### config.mk
export PLATFORM = sky130hd
export DESIGN_NAME = tm_sch_pio_master
export DESIGN_NICKNAME = d
export VERILOG_FILES = /design/src/rtl/tm_sch_pio_master.sv
export SDC_FILE = /design/constraint.sdc
export NUM_CORES = 1
export LEC_CHECK = 0
export BUFFER_PORTS_ARGS = -buffer_cell sky130_fd_sc_hd__buf_2
export CAP_MARGIN = 5
export CORE_AREA = 2 2 146 148
export CTS_CLUSTER_DIAMETER = 60
export DETAILED_ROUTE_END_ITERATION = 7
export DIE_AREA = 0 0 148 150
export PLACE_DENSITY_LB_ADDON = 0.1
export SYNTH_ARGS = -nofsm -noshare
export SYNTH_HDL_FRONTEND = slang
export SYNTH_SLANG_ARGS = --single-unit
### constraint.sdc
create_clock -name clk -period 5.4 [get_ports clk]
set_clock_uncertainty 0.15 [all_clocks]
set_input_delay 0 -clock clk [delete_from_list [all_inputs] [get_ports clk]]
set_output_delay 0 -clock clk [all_outputs]
set_load 0.02 [all_outputs]
### src/rtl/tm_sch_pio_master.sv
// PIO bus initiator for the traffic-manager scheduler memories: decodes a host
// request into one of six memory selects, strobes it, waits for the ack (or a timeout) and responds.
module tm_sch_pio_master #(
  parameter int REGION_LSB     = 24,
  parameter int TIMEOUT_CYCLES = 255,
  parameter int TO_NBITS       = 8,
  parameter int PIO_W          = 32
) (
  input  logic             clk,
  input  logic             rst,
  input  logic             clk_div,
  input  logic             host_req,
  input  logic             host_wr,
  input  logic [PIO_W-1:0] host_addr,
  input  logic [PIO_W-1:0] host_wdata,
  output logic             host_ready,
  output logic             host_rsp_valid,
  output logic [PIO_W-1:0] host_rdata,
  output logic             host_err,
  output logic [PIO_W-1:0] reg_addr,
  output logic [PIO_W-1:0] reg_din,
  output logic             reg_rd,
  output logic             reg_wr,
  output logic             reg_ms_queue_profile,
  output logic             reg_ms_wdrr_quantum,
  output logic             reg_ms_shaping_profile_cir,
  output logic             reg_ms_shaping_profile_eir,
  output logic             reg_ms_wdrr_sch_ctrl,
  output logic             reg_ms_fill_tb_dst,
  input  logic             queue_profile_mem_ack,
  input  logic             wdrr_quantum_mem_ack,
  input  logic             shaping_profile_cir_mem_ack,
  input  logic             shaping_profile_eir_mem_ack,
  input  logic             wdrr_sch_ctrl_mem_ack,
  input  logic             fill_tb_dst_mem_ack,
  input  logic [PIO_W-1:0] queue_profile_mem_rdata,
  input  logic [PIO_W-1:0] wdrr_quantum_mem_rdata,
  input  logic [PIO_W-1:0] shaping_profile_cir_mem_rdata,
  input  logic [PIO_W-1:0] shaping_profile_eir_mem_rdata,
  input  logic [PIO_W-1:0] wdrr_sch_ctrl_mem_rdata,
  input  logic [PIO_W-1:0] fill_tb_dst_mem_rdata
);

  typedef enum logic [1:0] {IDLE = 2'd0, ISSUE = 2'd1, WAIT_ACK = 2'd2, RESP = 2'd3} state_t;

  localparam logic [PIO_W-1:0]    ERR_DATA = PIO_W'(32'hDEAD_BEEF);
  localparam logic [TO_NBITS-1:0] TO_LAST  = TO_NBITS'(TIMEOUT_CYCLES - 1);

  // Region code to one-hot memory select; unmapped regions select nothing.
  function automatic logic [5:0] region_onehot(input logic [2:0] region);
    logic [5:0] sel;
    case (region)
      3'd0:    sel = 6'b000001;
      3'd1:    sel = 6'b000010;
      3'd2:    sel = 6'b000100;
      3'd3:    sel = 6'b001000;
      3'd4:    sel = 6'b010000;
      3'd5:    sel = 6'b100000;
      default: sel = 6'b000000;
    endcase
    return sel;
  endfunction

  state_t              state_r, state_s;
  logic [5:0]          sel_r;
  logic                wr_r;
  logic [PIO_W-1:0]    addr_r, din_r, rdata_r;
  logic                err_r;
  logic [TO_NBITS-1:0] cnt_r;

  logic [2:0]          region_s;
  logic                dec_err_s;
  logic [5:0]          ack_vec_s;
  logic                sel_ack_s;
  logic                timeout_s;
  logic [PIO_W-1:0]    mem_rdata_s;

  assign region_s  = host_addr[REGION_LSB+2 -: 3];
  assign dec_err_s = (region_s > 3'd5);
  assign ack_vec_s = {fill_tb_dst_mem_ack, wdrr_sch_ctrl_mem_ack, shaping_profile_eir_mem_ack,
                      shaping_profile_cir_mem_ack, wdrr_quantum_mem_ack, queue_profile_mem_ack};
  assign sel_ack_s = |(ack_vec_s & sel_r);
  assign timeout_s = (cnt_r == TO_LAST);

  // Read-data mux keyed by the latched select.
  always_comb begin
    mem_rdata_s = '0;
    case (sel_r)
      6'b000001: mem_rdata_s = queue_profile_mem_rdata;
      6'b000010: mem_rdata_s = wdrr_quantum_mem_rdata;
      6'b000100: mem_rdata_s = shaping_profile_cir_mem_rdata;
      6'b001000: mem_rdata_s = shaping_profile_eir_mem_rdata;
      6'b010000: mem_rdata_s = wdrr_sch_ctrl_mem_rdata;
      6'b100000: mem_rdata_s = fill_tb_dst_mem_rdata;
      default:   mem_rdata_s = '0;
    endcase
  end

  // Next-state logic; an ack wins over a simultaneous timeout.
  always_comb begin
    state_s = state_r;
    case (state_r)
      IDLE: begin
        if (host_req) state_s = dec_err_s ? RESP : ISSUE;
        else          state_s = IDLE;
      end
      ISSUE: begin
        if (clk_div) state_s = WAIT_ACK;
        else         state_s = ISSUE;
      end
      WAIT_ACK: begin
        if (sel_ack_s || timeout_s) state_s = RESP;
        else                        state_s = WAIT_ACK;
      end
      RESP:    state_s = IDLE;
      default: state_s = IDLE;
    endcase
  end

  // State, holding registers, timeout counter and response capture.
  always_ff @(posedge clk) begin
    if (rst) begin
      state_r <= IDLE;
      sel_r   <= 6'b000000;
      wr_r    <= 1'b0;
      addr_r  <= '0;
      din_r   <= '0;
      rdata_r <= '0;
      err_r   <= 1'b0;
      cnt_r   <= '0;
    end else begin
      state_r <= state_s;
      case (state_r)
        IDLE: begin
          if (host_req) begin
            addr_r <= host_addr;
            din_r  <= host_wdata;
            wr_r   <= host_wr;
            sel_r  <= region_onehot(region_s);
            if (dec_err_s) begin
              rdata_r <= ERR_DATA;
              err_r   <= 1'b1;
            end
          end
        end
        ISSUE: begin
          if (clk_div) cnt_r <= '0;
        end
        WAIT_ACK: begin
          if (sel_ack_s) begin
            rdata_r <= wr_r ? '0 : mem_rdata_s;
            err_r   <= 1'b0;
          end else if (timeout_s) begin
            rdata_r <= ERR_DATA;
            err_r   <= 1'b1;
          end else begin
            cnt_r <= cnt_r + TO_NBITS'(1);
          end
        end
        RESP: begin
          sel_r   <= 6'b000000;
          rdata_r <= '0;
          err_r   <= 1'b0;
        end
        default: sel_r <= 6'b000000;
      endcase
    end
  end

  assign host_ready     = (state_r == IDLE);
  assign host_rsp_valid = (state_r == RESP);
  assign host_rdata     = rdata_r;
  assign host_err       = err_r;
  assign reg_addr       = addr_r;
  assign reg_din        = din_r;
  // Strobes qualify on clk_div in the same cycle so the earliest strobe lands right after accept.
  assign reg_rd         = (state_r == ISSUE) && clk_div && !wr_r;
  assign reg_wr         = (state_r == ISSUE) && clk_div && wr_r;

  assign reg_ms_queue_profile       = sel_r[0];
  assign reg_ms_wdrr_quantum        = sel_r[1];
  assign reg_ms_shaping_profile_cir = sel_r[2];
  assign reg_ms_shaping_profile_eir = sel_r[3];
  assign reg_ms_wdrr_sch_ctrl       = sel_r[4];
  assign reg_ms_fill_tb_dst         = sel_r[5];

endmodule
==> flow_summary.toml, run 1 <==
[floorplanning]
die_x_um = 148
rows = 53
die_area_um2 = 22200
dieHeight_um = 150
pin_count = 374
core_um2 = 20700
start_util_pct = 25.9

[worst_setup_path]
crit_path_end_kind = "flop"
cp.buffers_inverters = 3
worst-path-max-fanout = 24
cpLargestDelayFamily = "buffers and inverters"
startpoint = "sel_r[1]$_SDFFE_PP0P_"
r2r-end = "host_rdata[26]$_SDFFE_PP0P_"
cp_slowest_stage_delay_ns = 0.63
path_cells = "nor4_1 > and3b_1 > buf_4 > a22o_1 > dlygate4sd3_1 > nor4_1 > dlygate4sd3_1 > nor3_1"
startpoint_type = "flop"
crit_type = "flop to flop"
r2r_slack_ns = 1.91
path_depth = 8
r2r-start = "sel_r[1]$_SDFFE_PP0P_"
crit_path_end = "host_rdata[26]$_SDFFE_PP0P_"
slowest_stage = "dlygate4sd3_1"
reg2regPathDepth = 8
worstPathRequired_ns = 5.58
crit_arrival_ns = 3.67

[placed_design]
dpl.hpwl_um = 16800
place_congestion = 0.784
portBuffers = 373
placed_cells = 1260
placed_area_um2 = 7360
pre_cts_ws_ns = 2.72

[cts]
clk_latency_ns = 0.41
root_buffer = "clkbuf_16"
postCtsSetupBuffers = 0
cts_tree = "done"
numCtsBuffers = 17
clk_pin_slew_ns = 0.06
cts_resized = 0
clk_path_buf_depth = 2
h-tree-depth = 4
cts_sinks = 114

[worst_hold_path]
hold_path_class = "primary input to flop"

[timing]
period_needed_ns = 3.49
finalWorstSetupSlack_ns = 1.91
clock.fmax_mhz = 286
setup_violations = 0
worstMarginPinSlew_ns = 1.05
period_share_pct = 64.7
maxSlewViolCount = 0
maxSlewHeadroom_pct = 29.8
hold_viol = 0
fin_tns_setup_ns = 0
rsz0062_at_grt = "no"

[run]
drv_cap = 0

[final_layout]
fin_util_pct = 47.1
fin_cells = 1471
area_delta_synth_final_pct = 81.4
final_nets = 1450
stdcell_area_um2 = 9740
multi_input_area_um2 = 2780
fillers = 2104
seq_area_um2 = 2280
drive_above_1_share_pct = 35.4

[yosys]
ys_warn_count = 0
synth_seq_area_share_pct = 42.5
synth_area_per_cell_um2 = 8.08
synth.area.top_cells = "dfxtp_1 43%, a22o_1 13%, nand2_1 11%"
synthArstFlopShare_pct = 0
ys_ff_latch = 114
synthCells = 664
yosysTopAreaCell = "dfxtp_1"
synth_common_cells = "157 x nand2_1, 114 x dfxtp_1, 88 x a21oi_1"
syn-cell-area_um2 = 5370
syn-num-nets = 933
ys_types = 39
ys.flop_type = "dfxtp_1"
synth.most_common_cell = "nand2_1"
synth_edf_count = 0
synth_top_area_share_pct = 42.5

[power_and_ir_drop]
swShare_pct = 28.2
p_seq_share_pct = 36.1
ir_drop_v = 0.000199
p_int_w = 0.00188
p_sw_w = 0.000738
p_per_area_nw_per_um2 = 268
power_frac_clock_pct = 43.2
combPwrFrac_pct = 20.7
p_leak_nw = 4.71

[routing]
num_vias = 7096
wire_per_inst_um = 16.8
drtAntennaViolNets = 0
avgViaCountPerCell = 4.82
drtIter0Drc = 257
drc = 0
firstDrtPassIters = 5
totalWireLength_um = 24700

[global_routing]
overflow = 0
grt.total_usage_pct = 21.2
antenna_found_initial = 3
grt_max_degree = 70
grt_pass1_vias = 7082
grt_pass1_wl_um = 37300

[outcome]
run_status = "finished clean"
## layout make-up
class,count,area share [%]
Tap cell,275,3.53
Multi-Input combinational cell,483,28.6
Clock inverter,13,1.67
Antenna cell,3,0.0771
Sequential cell,114,23.4
Timing Repair Buffer,559,38.1
Inverter,6,0.231
Clock buffer,18,4.41
## how the worst min path moves through the flow
stage / endpoint / start / slack, ns / cells after the start
after floorplan: wr_r$_SDFFE_PP0P_ / host_wr / -0.01 / 2
after global placement: reg_din[29]$_SDFFE_PP0P_ / host_wdata[29] / 0.09 / 3
after CTS: state_r[0]$_SDFF_PP0_ / fill_tb_dst_mem_ack / 0.14 / 6
final: state_r[0]$_SDFF_PP0_ / fill_tb_dst_mem_ack / 0.16 / 6
after detailed placement: reg_din[0]$_SDFFE_PP0P_ / host_wdata[0] / 0.1 / 3
after global routing: state_r[0]$_SDFF_PP0_ / fill_tb_dst_mem_ack / 0.20 / 6
## routing by layer
layer	global-route usage [%]	share of wire (%)
met2	36.7	49
met1	23.9	39
met3	6.31	8.7
met5	0	0
met4	9.86	3.3
## cells by family (layout without fill, tap and decap cells)
family	count (synthesis)	in the layout	share of synthesized area, %
simple gates	254	254	21.3
compound gates	225	225	29.6
flops	114	114	42.5
buf+inv	67	596	5.73
fa+ha+maj	2	2	0.466
mux	2	2	0.396
other cells	0	3	0
## state kept, by name (all words and copies together) (netlist names)
| name | flops |
|---|---|
| cnt_r | 8 |
| host_err | 1 |
| host_rdata | 32 |
| reg_addr | 32 |
| reg_din | 32 |
| sel_r | 6 |
| state_r | 2 |
| wr_r | 1 |
## power groups by stage
| stage | Sequential, W | Combinational, W | Clock, W |
|---|---|---|---|
| floorplan | 0.00103 | 0.000171 | 0 |
| global placement | 0.000957 | 0.000457 | 0 |
| detailed placement | 0.000959 | 0.000453 | 0 |
| CTS | 0.000942 | 0.000540 | 0.00116 |
| global route | 0.000950 | 0.000588 | 0.00120 |
| finish | 0.000942 | 0.000542 | 0.00113 |
## per-stage QoR
stage | total power, W | hold WS (ns)
floorplan | 0.00120 | -0.0140
global placement | 0.00141 | 0.0940
detailed placement | 0.00141 | 0.0950
CTS | 0.00264 | 0.139
global route | 0.00274 | 0.202
finish | 0.00261 | 0.155
## repair_timing
action                                 4_1_cts  5_1_grt
hold buffers                               177        0
endpoints found under the hold margin      107        0
setup endpoints to repair                    0        0
## tightest hold or removal path, stage by stage
cell,delay [ns]
buf_2,0.08
a22oi_1,0.06
and3_1,0.25
a21oi_1,0.17
nor2_1,0.05
nor2_1,0.07
## layout by cell type (no fill, tap or decap), drive strengths merged
| cell | Yosys | final |
|---|---|---|
| a32o | 1 | 1 |
| or2 | 1 | 1 |
| bufinv | 0 | 3 |
| mux2 | 1 | 1 |
| inv | 6 | 7 |
| clkinvlp | 0 | 6 |
| buf | 30 | 382 |
| a211oi | 1 | 1 |
| and2 | 3 | 3 |
| nor3 | 10 | 10 |
| and3b | 6 | 6 |
| nor2 | 18 | 18 |
| diode | 0 | 3 |
| o21ba | 1 | 1 |
| nor4b | 1 | 1 |
| o21ai | 5 | 5 |
| clkinv | 0 | 3 |
| a21oi | 89 | 89 |
| dlygate4sd3 | 0 | 177 |
| nand3 | 30 | 30 |
| o211a | 1 | 1 |
| and3 | 2 | 2 |
| nand2b | 1 | 1 |
| mux2i | 1 | 1 |
| nand4 | 1 | 1 |
| o31ai | 16 | 16 |
| a31oi | 2 | 2 |
| or3 | 6 | 6 |
| ha | 2 | 2 |
| nand4b | 2 | 2 |
| a22oi | 27 | 27 |
| dfxtp | 114 | 114 |
| clkbuf | 31 | 18 |
| or4 | 2 | 2 |
| nor4 | 14 | 14 |
| nand2 | 157 | 157 |
| a41oi | 1 | 1 |
| a2111oi | 1 | 1 |
| a22o | 80 | 80 |
Note: power is estimated with default switching activity, not from simulation.
==> run 2: changes to the inputs <==
Settings changed: CORE_AREA 2 2 146 148 to 2 2 145 147, DIE_AREA 0 0 148 150 to 0 0 147 149.
Clock period 5.4 ns to 3.1 ns, I/O delays scaled along.
==> run 2 against run 1 <==
  * Design area increased by 0.59%
  * Sequential power increased by 74%
  * Critical path type unchanged
  * First-iteration DRC count increased by 15%
  * Largest power group unchanged
  * Core utilization increased by 0.58 points
  * Cell count increased by 0.54%
  * Non-clock buffer count increased by 4
  * Critical path depth unchanged
==> flow_summary.toml, run 2 (synthesized netlist as in run 1, its figures left out) <==
[worst_setup_path]
worstPathRequired_ns = 3.22
worst-path-max-fanout = 32
startpoint_type = "flop"
crit_arrival_ns = 3.07
crit_path_end_kind = "flop"
r2r_slack_ns = 0.14
crit_type = "flop to flop"

[global_routing]
met2_usage_pct = 36.8
grt.total_usage_pct = 21.3
top_usage_layer = "met2"
overflow = 0
met1_usage_pct = 24.0
grt_pass1_wl_um = 37000
grt_pass1_vias = 7024
grt_max_degree = 66
antenna_found_initial = 6
use_met3_pct = 7.37

[final_layout]
mostFrequentLayoutCells = "373 x buf_2, 172 x dlygate4sd3_1, 156 x nand2_1, 109 x dfxtp_1, 88 x a21oi_1"
drive_above_1_share_pct = 36.8
mostFrequentLayoutCell = "buf_2"
fin_util_pct = 47.6
final_nets = 1454
area_delta_synth_final_pct = 82.4

[routing]
drtAntennaViolNets = 0
firstDrtPassIters = 4
num_vias = 7041
wire_per_inst_um = 16.6
totalWireLength_um = 24500
drtIter0Drc = 295
avgViaCountPerCell = 4.76
drc = 0

[power_and_ir_drop]
p_per_area_nw_per_um2 = 460
p_leak_nw = 4.73
ir_drop_v = 0.000350

[worst_hold_path]
hold_path_class = "primary input to flop"

[cts]
root_buffer = "clkbuf_16"
cts_sinks = 114
clk_latency_ns = 0.42
numCtsBuffers = 17
cts_tree = "done"
postCtsSetupBuffers = 0
h-tree-depth = 4
clk_path_buf_depth = 2
clk_pin_slew_ns = 0.06

[placed_design]
dpl.hpwl_um = 17100
place_congestion = 0.813
portBuffers = 373

[run]
drv_cap = 0

[floorplanning]
core_um2 = 20600
pin_count = 374
die_x_um = 147
rows = 53
start_util_pct = 26.1
dieHeight_um = 149
die_area_um2 = 21900

[timing]
whs_ns = 0.215
period_needed_ns = 2.96
period_share_pct = 95.4
rsz0062_at_grt = "no"
maxSlewViolCount = 0
hold_viol = 0
setup_violations = 0
maxSlewHeadroom_pct = 51.7
clock.fmax_mhz = 338
fin_tns_setup_ns = 0
worstMarginPinSlew_ns = 0.724

[outcome]
run_status = "finished clean"
run 2: cell types whose count changed in the layout (fill, tap and decap cells not counted), sizes merged:
cell	before	now
clkbuf	18	17
diode	3	6
clkinv	3	4
inv	7	13
bufinv	3	1
buf	382	391
clkinvlp	6	3
dlygate4sd3	177	172
run 2: worst max-delay path, stage by stage, from the launching register on:
cell	delay, ns
dfxtp_1	0.45
nor4_2	0.08
and3b_1	0.19
buf_6	0.19
a22o_1	0.25
dlygate4sd3_1	0.55
o31ai_1	0.25
dlygate4sd3_1	0.60
nand3_1	0.08
run 2: stage by stage:
step           worst slack (ns)  total power (W)  cells  instance area [um2]
3_5_place_dp               1.01          0.00247   1269                 7440
6_report                  0.144          0.00451   1479                 9790
2_1_floorplan              1.22          0.00209    664                 5370
3_3_place_gp               1.05          0.00248   1269                 7440
4_1_cts                  0.0212          0.00455   1473                 9740
5_1_grt                  0.0121          0.00472   1479                 9790
run 2: repair_timing:
action                     in CTS  in global routing
gates resized for setup         0                 13
setup endpoints to repair       0                 28
hold endpoints to repair      107                  0
hold buffers                  172                  0
run 2: final cells by class:
class	instances	area, um2
diodes	6	15.0
clock buffers	17	425
clock inverters	15	148
fillers	2063	10800
inverters	6	22.5
multi-input cells	483	2800
flip-flops and latches	114	2290
well taps	275	344
repair buffers	563	3750
run 2: layer usage:
metal | vias to the layer above | share of wire [%]
met5 | - | 0
met4 | 0 | 3.3
met3 | 48 | 8.2
met2 | 284 | 49
met1 | 3251 | 40
li1 | 3458 | -
run 2: path summary, 6_finish.rpt:
kind | from | to | cells after the start
setup / recovery | sel_r[3]$_SDFFE_PP0P_ | host_rdata[25]$_SDFFE_PP0P_ | 8
hold / removal | fill_tb_dst_mem_ack | state_r[0]$_SDFF_PP0_ | 6
setup reg to reg | sel_r[3]$_SDFFE_PP0P_ | host_rdata[25]$_SDFFE_PP0P_ | 8
hold reg to reg | reg_din[20]$_SDFFE_PP0P_ | reg_din[20]$_SDFFE_PP0P_ | 2
run 2: power breakdown:
group / leakage, nW / internal, W / switching (W) / total (W)
clock: 0.274 / 0.00112 / 0.000794 / 0.00192
sequential: 0.936 / 0.00158 / 0.0000623 / 0.00164
combinational: 3.52 / 0.000437 / 0.000513 / 0.000950
total: 4.73 / 0.00314 / 0.00137 / 0.00451
